==> src/rtl/fifo_credit_tx_pkg.sv <==
// Shared defaults for the credit-based link transmitter.
//   DEF_WIDTH   : link word width, matches the receiving fifo
//   DEF_CREDITS : receiving fifo depth, i.e. initial credit count
package fifo_credit_tx_pkg;

  localparam int unsigned DEF_WIDTH   = 19;
  localparam int unsigned DEF_CREDITS = 4;

endpackage : fifo_credit_tx_pkg

==> src/rtl/fifo_credit_tx_credit_counter.sv <==
// Saturating up/down credit counter with a sticky overflow flag.
// Starts at MAX after reset. A decrement and an increment in the same
// cycle cancel. An increment while already at MAX holds the count at MAX
// and sets overflow, which stays set until reset.
//   clk      : clock, rising edge
//   rst_n    : asynchronous active-low reset
//   dec      : consume one credit (ignored when count is zero)
//   inc      : one credit returned
//   count    : current credit count
//   nonzero  : count != 0
//   overflow : sticky, credit returned while count was already MAX
module credit_counter #(
  parameter int unsigned MAX   = 4,
  parameter int unsigned CNT_W = 3
) (
  input  logic             clk,
  input  logic             rst_n,
  input  logic             dec,
  input  logic             inc,
  output logic [CNT_W-1:0] count,
  output logic             nonzero,
  output logic             overflow
);

  localparam logic [CNT_W-1:0] MAX_CNT = CNT_W'(MAX);

  logic [CNT_W-1:0] count_q;
  logic [CNT_W-1:0] count_d;
  logic             overflow_q;
  logic             overflow_d;
  logic             dec_ok;

  assign dec_ok = dec && (count_q != '0);

  always_comb begin
    count_d    = count_q;
    overflow_d = overflow_q;
    if (dec_ok && !inc) begin
      count_d = count_q - 1'b1;
    end else if (inc && !dec_ok) begin
      if (count_q == MAX_CNT) begin
        overflow_d = 1'b1;
      end else begin
        count_d = count_q + 1'b1;
      end
    end
  end

  always_ff @(posedge clk or negedge rst_n) begin
    if (!rst_n) begin
      count_q    <= MAX_CNT;
      overflow_q <= 1'b0;
    end else begin
      count_q    <= count_d;
      overflow_q <= overflow_d;
    end
  end

  assign count    = count_q;
  assign nonzero  = (count_q != '0);
  assign overflow = overflow_q;

endmodule : credit_counter

==> src/rtl/fifo_credit_tx.sv <==
// Transmit end of a credit-based link into a remote fifo. Words accepted on
// a valid/ready stream are forwarded one cycle later on a valid-only link;
// the number of words in flight never exceeds the receiver's free slots.
//   clk           : clock, rising edge
//   rst_n         : asynchronous active-low reset
//   in_valid      : upstream word valid
//   in_data       : upstream word
//   in_ready      : upstream may transfer this cycle (registered count only)
//   tx_valid      : link word valid, no back-pressure
//   tx_data       : link word, held when tx_valid is low
//   credit_return : one-cycle pulse, receiver freed one slot
//   credit_count  : credits currently available
//   idle          : all credits home and nothing on the link
//   credit_err    : sticky, credit returned while already at CREDITS
module fifo_credit_tx
  import fifo_credit_tx_pkg::*;
#(
  parameter  int unsigned WIDTH   = DEF_WIDTH,
  parameter  int unsigned CREDITS = DEF_CREDITS,
  localparam int unsigned CNT_W   = $clog2(CREDITS + 1)
) (
  input  logic             clk,
  input  logic             rst_n,
  input  logic             in_valid,
  input  logic [WIDTH-1:0] in_data,
  output logic             in_ready,
  output logic             tx_valid,
  output logic [WIDTH-1:0] tx_data,
  input  logic             credit_return,
  output logic [CNT_W-1:0] credit_count,
  output logic             idle,
  output logic             credit_err
);

  logic             send;
  logic             has_credit;
  logic             tx_valid_q;
  logic [WIDTH-1:0] tx_data_q;

  credit_counter #(
    .MAX   (CREDITS),
    .CNT_W (CNT_W)
  ) u_credit_counter (
    .clk      (clk),
    .rst_n    (rst_n),
    .dec      (send),
    .inc      (credit_return),
    .count    (credit_count),
    .nonzero  (has_credit),
    .overflow (credit_err)
  );

  // Ready depends only on the registered count, so a return lands one
  // cycle later and there is no comb path from the link back upstream.
  assign in_ready = has_credit;
  assign send     = in_valid && has_credit;

  always_ff @(posedge clk or negedge rst_n) begin
    if (!rst_n) begin
      tx_valid_q <= 1'b0;
      tx_data_q  <= '0;
    end else begin
      tx_valid_q <= send;
      // Data only loads on a send so the link stays quiet between words.
      if (send) begin
        tx_data_q <= in_data;
      end
    end
  end

  assign tx_valid = tx_valid_q;
  assign tx_data  = tx_data_q;
  assign idle     = (credit_count == CNT_W'(CREDITS)) && !tx_valid_q;

endmodule : fifo_credit_tx
==> config.mk <==
export PLATFORM = sky130hd
export DESIGN_NAME = fifo_credit_tx
export DESIGN_NICKNAME = d
export VERILOG_FILES = /design/src/rtl/fifo_credit_tx_pkg.sv /design/src/rtl/fifo_credit_tx_credit_counter.sv /design/src/rtl/fifo_credit_tx.sv
export SDC_FILE = /design/constraint.sdc
export NUM_CORES = 1
export LEC_CHECK = 0
export BUFFER_PORTS_ARGS = -buffer_cell sky130_fd_sc_hd__buf_2
export CORE_MARGIN = 5
export CORE_UTILIZATION = 49
export CTS_CLUSTER_SIZE = 10
export DETAILED_ROUTE_END_ITERATION = 8
export HOLD_SLACK_MARGIN = 0.15
export PLACE_DENSITY_LB_ADDON = 0.15
export SKIP_LAST_GASP = 1
export SLEW_MARGIN = 25
export SYNTH_ARGS = -nofsm -noshare
export SYNTH_HDL_FRONTEND = slang
export SYNTH_HIERARCHICAL = 1
export SYNTH_SLANG_ARGS = --single-unit
==> constraint.sdc <==
create_clock -name clk -period 7.06 [get_ports clk]
set_input_delay 0.353 -clock clk [delete_from_list [all_inputs] [get_ports clk]]
set_output_delay 0.353 -clock clk [all_outputs]
set_load 0.02 [all_outputs]
* Yosys cells after proc, flatten, opt, wreduce, memory -nomap -nowiden *
Index checks and enable logic that the tools add are counted.

storage, ports and cells
  flip-flop bits (word level) = 24
  input bits = 23
  output and inout port bits = 26
  logic and storage cells = 24

operators by class
  add/sub/neg operators = 2
  eq/ne operators = 2
  multiplexer cells = 3
  bitwise logic cells = 1
  reductions and logical operators = 12

operators by type and width
  cell                                                   count
  2-to-1 mux 3 bit                                       3
  logical AND 1 bit                                      5
  adder 3 x 1 -> 3 bit, second input constant            1
  equality test 3 bit, second input constant             1
  zero test 1 bit                                        3
  AND reduction 3 bit                                    1
  nonzero test 3 bit                                     1
  subtractor 3 x 1 -> 3 bit, second input constant       1
  inequality test 2 x 1 -> 1 bit, second input constant  1
  AND reduction 2 bit                                    1
  nonzero test 2 bit                                     1
  inverter 1 bit                                         1

* Longest topological paths before layout *
  depth after elaboration = 7
  depth in mapped cells = 11
  gate-level depth less buffers = 10

* Cells and area by module *
The synthesis kept the hierarchy.

modules (own cells, without submodules)
  module          times used  cells an instance  area each (sq um)  seq. area each (sq um)
  fifo_credit_tx  1           44                 827.0              500.5
  credit_counter  1           28                 271.5              101.3

* Worst setup path before layout *
No wires, ideal clock.

  path type = register to register
  start point = register u_credit_counter.count_q[2] (netlist: u_credit_counter/count[2])
  end point = register u_credit_counter.count_q[2] (netlist: u_credit_counter/count[2])
  setup time = 90 ps
  data arrival time = 2308 ps
  data required time = 6970 ps
  slack = 4662 ps
  stages on the path, launching flop included = 12
  cells stage by stage = dfstp_2 > or3_4 > nand2_2 > buf_6 > inv_1 > and2_4 > ha_1 > inv_1 > fa_1 > or2_1 > o21ai_1 > a31oi_1

on the way
  word-level cells in the longest chain between the ends = 7
  elaborated cells between the ends (all ways) = 15
  those cells by class = 2 x add/sub; 2 x eq/ne; 3 x mux; 8 x reduce/logical

ends and longest elaborated chain
  item                                  line                                 text
  start: declaration                    fifo_credit_tx_credit_counter.sv:27  logic [CNT_W-1:0] count_q;
  start signal: assignment              fifo_credit_tx_credit_counter.sv:54  count_q <= count_d;
  nonzero test 3 bit *                  fifo_credit_tx_credit_counter.sv:60  assign nonzero = (count_q != '0);
  via in_ready                          fifo_credit_tx.sv:26                 output logic in_ready,
  logical AND 1 bit *                   fifo_credit_tx.sv:56                 assign send = in_valid && has_credit;
  via send                              fifo_credit_tx.sv:35                 logic send;
  logical AND 1 bit *                   fifo_credit_tx_credit_counter.sv:33  assign dec_ok = dec && (count_q != '0);
  zero test 1 bit                       fifo_credit_tx_credit_counter.sv:40  end else if (inc && !dec_ok) begin
  logical AND 1 bit                     fifo_credit_tx_credit_counter.sv:40
  nonzero test 2 bit (no source line)   n/a
  AND reduction 2 bit (no source line)  n/a

The timed path passes the listed nets; every way through them passes the cells marked *. The select of a mux whose other input is x is not followed.
A chain may end at the register's enable or synchronous reset.

* Worst setup path in the final report *
  start point = register u_credit_counter.count_q[2] (netlist: u_credit_counter/count[2])
  end point = register u_credit_counter.count_q[2] (netlist: u_credit_counter/count[2])

on the way
  word-level cells in the longest chain between the ends = 7
  elaborated cells between the ends (all ways) = 15
  those cells by class = 2 x add/sub; 2 x eq/ne; 3 x mux; 8 x reduce/logical

ends and longest elaborated chain
  item                                  line
  nonzero test 3 bit *                  fifo_credit_tx_credit_counter.sv:60
  logical AND 1 bit *                   fifo_credit_tx.sv:56
  via send                              fifo_credit_tx.sv:35
  logical AND 1 bit *                   fifo_credit_tx_credit_counter.sv:33
  zero test 1 bit                       fifo_credit_tx_credit_counter.sv:40
  logical AND 1 bit                     fifo_credit_tx_credit_counter.sv:40
  nonzero test 2 bit (no source line)   n/a
  AND reduction 2 bit (no source line)  n/a

Marked as above.

==> flow_metrics.env <==
export IMPL_outcome="complete, no violations"
export IMPL_h_tree_depth=1
export IMPL_finalHoldViolCount=0
export IMPL_drt_initial_drc_count=6
export IMPL_synth_common_cells="dfrtp_1 (23), mux2_4 (19), inv_1 (6), a21oi_1 (3)"
export IMPL_wl_um=2130
export IMPL_core_um2=2170
export IMPL_internal_power_mw=0.363
export IMPL_place_area_um2=1350
export IMPL_grt_antenna_before_repair=0
export IMPL_cts_made_buffers=3
export IMPL_grt_use_met1_pct=17.7
export IMPL_grt_max_degree=25
export IMPL_synth_edf_count=0
export IMPL_grt_pass1_vias=741
export IMPL_die_area_um2=3290
export IMPL_r2r_cells=10
export IMPL_use_met3_pct=4.52
export IMPL_yosysUniqueCellTypes=23
export IMPL_yosys_area_share_simple_pct=5.24
export IMPL_setup_violations=0
export IMPL_clock_sinks=24
export IMPL_drc=0
export IMPL_fin_hold_ws_ns=0.267
export IMPL_muxShareOfSynthArea_pct=26.0
export IMPL_avgRoutedWirePerCell_um=14.1
export IMPL_fmax_mhz=368
export IMPL_io_pins=49
export IMPL_syn_avg_cell_area_um2=15.3
export IMPL_p_seq_share_pct=37.9
export IMPL_post_route_min_period_ns=2.72
export IMPL_crit_arrival_ns=2.95
export IMPL_clkPwrFrac_pct=16.7
export IMPL_worst_hold_path_num_cells=2
export IMPL_final_area_um2=1410
export IMPL_synthesis_nets=98
export IMPL_ir_drop_v=0.000295
export IMPL_syn_area_um2=1100
export IMPL_fp_dieH_um=57.4
export IMPL_syn_inst=72
export IMPL_grt_overflow=0
export IMPL_initial_utilization_pct=50.6
export IMPL_ys_warn_count=6
export IMPL_max_slew_margin_pct=57.4
export IMPL_leakage_nw=0.753
export IMPL_fin_nets=150
export IMPL_rsz0062_at_grt="no"
export IMPL_critPathKind="register to register"
export IMPL_min_from="in_data[6]"
export IMPL_switching_share_pct=36.9
export IMPL_worstSetupEndpointType="register"
export IMPL_dr_pass1_iters=4
export IMPL_period_share_pct=38.5
export IMPL_num_antenna_cells=0
export IMPL_area_growth_pct=28.7
export IMPL_power_switching_mw=0.212
export IMPL_clk_pin_slew_ns=0.13
export IMPL_required_ns=7.29
export IMPL_die_w_um=57.4
export IMPL_grtUsageTotal_pct=13.5
export IMPL_cts_tree="done"
export IMPL_grt_util_met2_pct=21.1
export IMPL_drv_slew=0
export IMPL_synthTopCellsByArea="dfrtp_1 (52%), mux2_4 (26%), dfstp_2 (2.4%)"
export IMPL_num_vias=715
export IMPL_synth_top_family_by_area="multiplexers"
export IMPL_grt_pass1_wl_um=3440
export IMPL_gp_congestion=0.859
export IMPL_tightestPinTransition_ns=0.637
export IMPL_crit_fanout=20
export IMPL_worstSetupStartpointType="register"
export IMPL_clk_latency_ns=0.30
export IMPL_n_fill_cell=184
export IMPL_power_density_nw_per_um2=407
export IMPL_yosysTopAreaCell="dfrtp_1"
export IMPL_clock_root_buffer="clkbuf_4"
export IMPL_drive_gt1_share_pct=61.8
export IMPL_ys_seq_elements=24
export IMPL_port_buffer_count=48
export IMPL_dp_hpwl_um=1610
export IMPL_maxCapViolations=0
export IMPL_synthAdderAreaFrac_pct=4.10
export IMPL_synth_compound_area_share_pct=4.67
export IMPL_yosysMostFrequentCell="dfrtp_1"
export IMPL_crit_start="u_credit_counter/count[2]$_DFFE_PN1P_"
export IMPL_top_usage_layer="met2"
export IMPL_yosysTopAreaCellShare_pct=52.4
export IMPL_via_per_inst=4.74
export IMPL_synth_xor_area_share_pct=0.797
export IMPL_finalSetupTns_ns=0
export IMPL_r2r_start="u_credit_counter/count[2]$_DFFE_PN1P_"
export IMPL_yosysSeqAreaShare_pct=54.8
export IMPL_ys_flop_type="dfrtp_1"
export IMPL_min_path_type="primary input to register"
export IMPL_fin_skew_ns=0.00395
export IMPL_rows=17
export IMPL_ys_async_sr_fraction_pct=100
export IMPL_clockBufferDepth=2
export IMPL_antenna_left=0
export IMPL_combPwrFrac_pct=45.3
==> layer usage <==
layer | part of all wire [%] | vias up
li1 | - | 348
met1 | 45 | 335
met2 | 46 | 30
met3 | 8.7 | 2
met4 | 0.75 | 0
met5 | 0 | -
==> metrics by stage <==
stage / power, mW / util [%] / worst slack, ns / std cells
after floorplan: 0.407 / - / 4.66 / 72
after global placement: 0.478 / 62.3 / 4.44 / 146
after detailed placement: 0.484 / 62.3 / 4.32 / 146
after CTS: 0.584 / 65.2 / 4.30 / 151
after global routing: 0.614 / 65.2 / 4.15 / 151
final: 0.575 / 65.2 / 4.34 / 151
==> final cells by class <==
class                      count  area [um2]  area share (%)
clock buffer                   3        22.5            1.59
inverter                       7        26.3            1.86
multi-input combinational     39         448            31.7
clock inverter                 1        30.0            2.12
sequential                    24         602            42.6
timing repair buffer          49         250            17.7
tap                           28        35.0            2.48
==> worst paths after layout <==
check / end / slack, ns
hold reg to reg: u_credit_counter/overflow$_DFFE_PN0P_ / 0.48
hold / removal: tx_data[6]$_DFFE_PN0P_ / 0.27
min in group asynchronous: tx_data[8]$_DFFE_PN0P_ / 0.55
max in group asynchronous: u_credit_counter/count[2]$_DFFE_PN1P_ / 6.14
setup reg to reg: u_credit_counter/count[2]$_DFFE_PN1P_ / 4.34
setup / recovery: u_credit_counter/count[2]$_DFFE_PN1P_ / 4.34
==> power groups by stage <==
stage / logic (mW) / registers, mW / clock network [mW]
after floorplan: 0.133 / 0.273 / 0
after global placement: 0.259 / 0.219 / 0
after detailed placement: 0.263 / 0.221 / 0
after CTS: 0.265 / 0.219 / 0.0994
after global routing: 0.281 / 0.226 / 0.107
final: 0.261 / 0.218 / 0.0963
==> worst max-delay path: stages, from the launching register on <==
cell     delay [ns]
dfstp_2        0.61
or3_4          0.15
nand2_2        0.35
inv_1          0.19
and2_4         0.17
ha_1           0.23
inv_1          0.09
fa_1           0.42
or2_1          0.23
o21ai_1        0.11
a31oi_1        0.10
==> registers in the layout, indices dropped and copies added (netlist names) <==
name                       count
u_credit_counter/count         3
u_credit_counter/overflow      1
tx_data                       19
tx_valid                       1
==> layout by cell type, fill, tap and decap left out, drive strengths merged, types with 2 or more instances in the layout <==
| cell type | Yosys | layout |
|---|---|---|
| a21oi | 3 | 3 |
| buf | 2 | 48 |
| clkbuf | 0 | 3 |
| dfrtp | 23 | 23 |
| ha | 2 | 2 |
| inv | 7 | 7 |
| mux2 | 19 | 19 |
| nand2 | 2 | 2 |
==> cells by family (layout without fill, tap and decap cells) <==
logic type,count (synthesis),count (layout)
AO/OA/AOI/OAI,8,8
XOR/XNOR,1,1
adder cells (fa/ha/maj),3,3
buffers and inverters,9,60
flip-flops,24,24
multiplexers,19,19
AND/OR/NAND/NOR,8,8
==> repair_timing <==
| item | in CTS | in global routing |
|---|---|---|
| hold buffers | 1 | 0 |
| resized for setup | 0 | 0 |
| endpoints found under the setup margin | 0 | 0 |
| setup buffers | 0 | 0 |
| endpoints found under the hold margin | 23 | 0 |
Power figures use the tool's default switching activity.
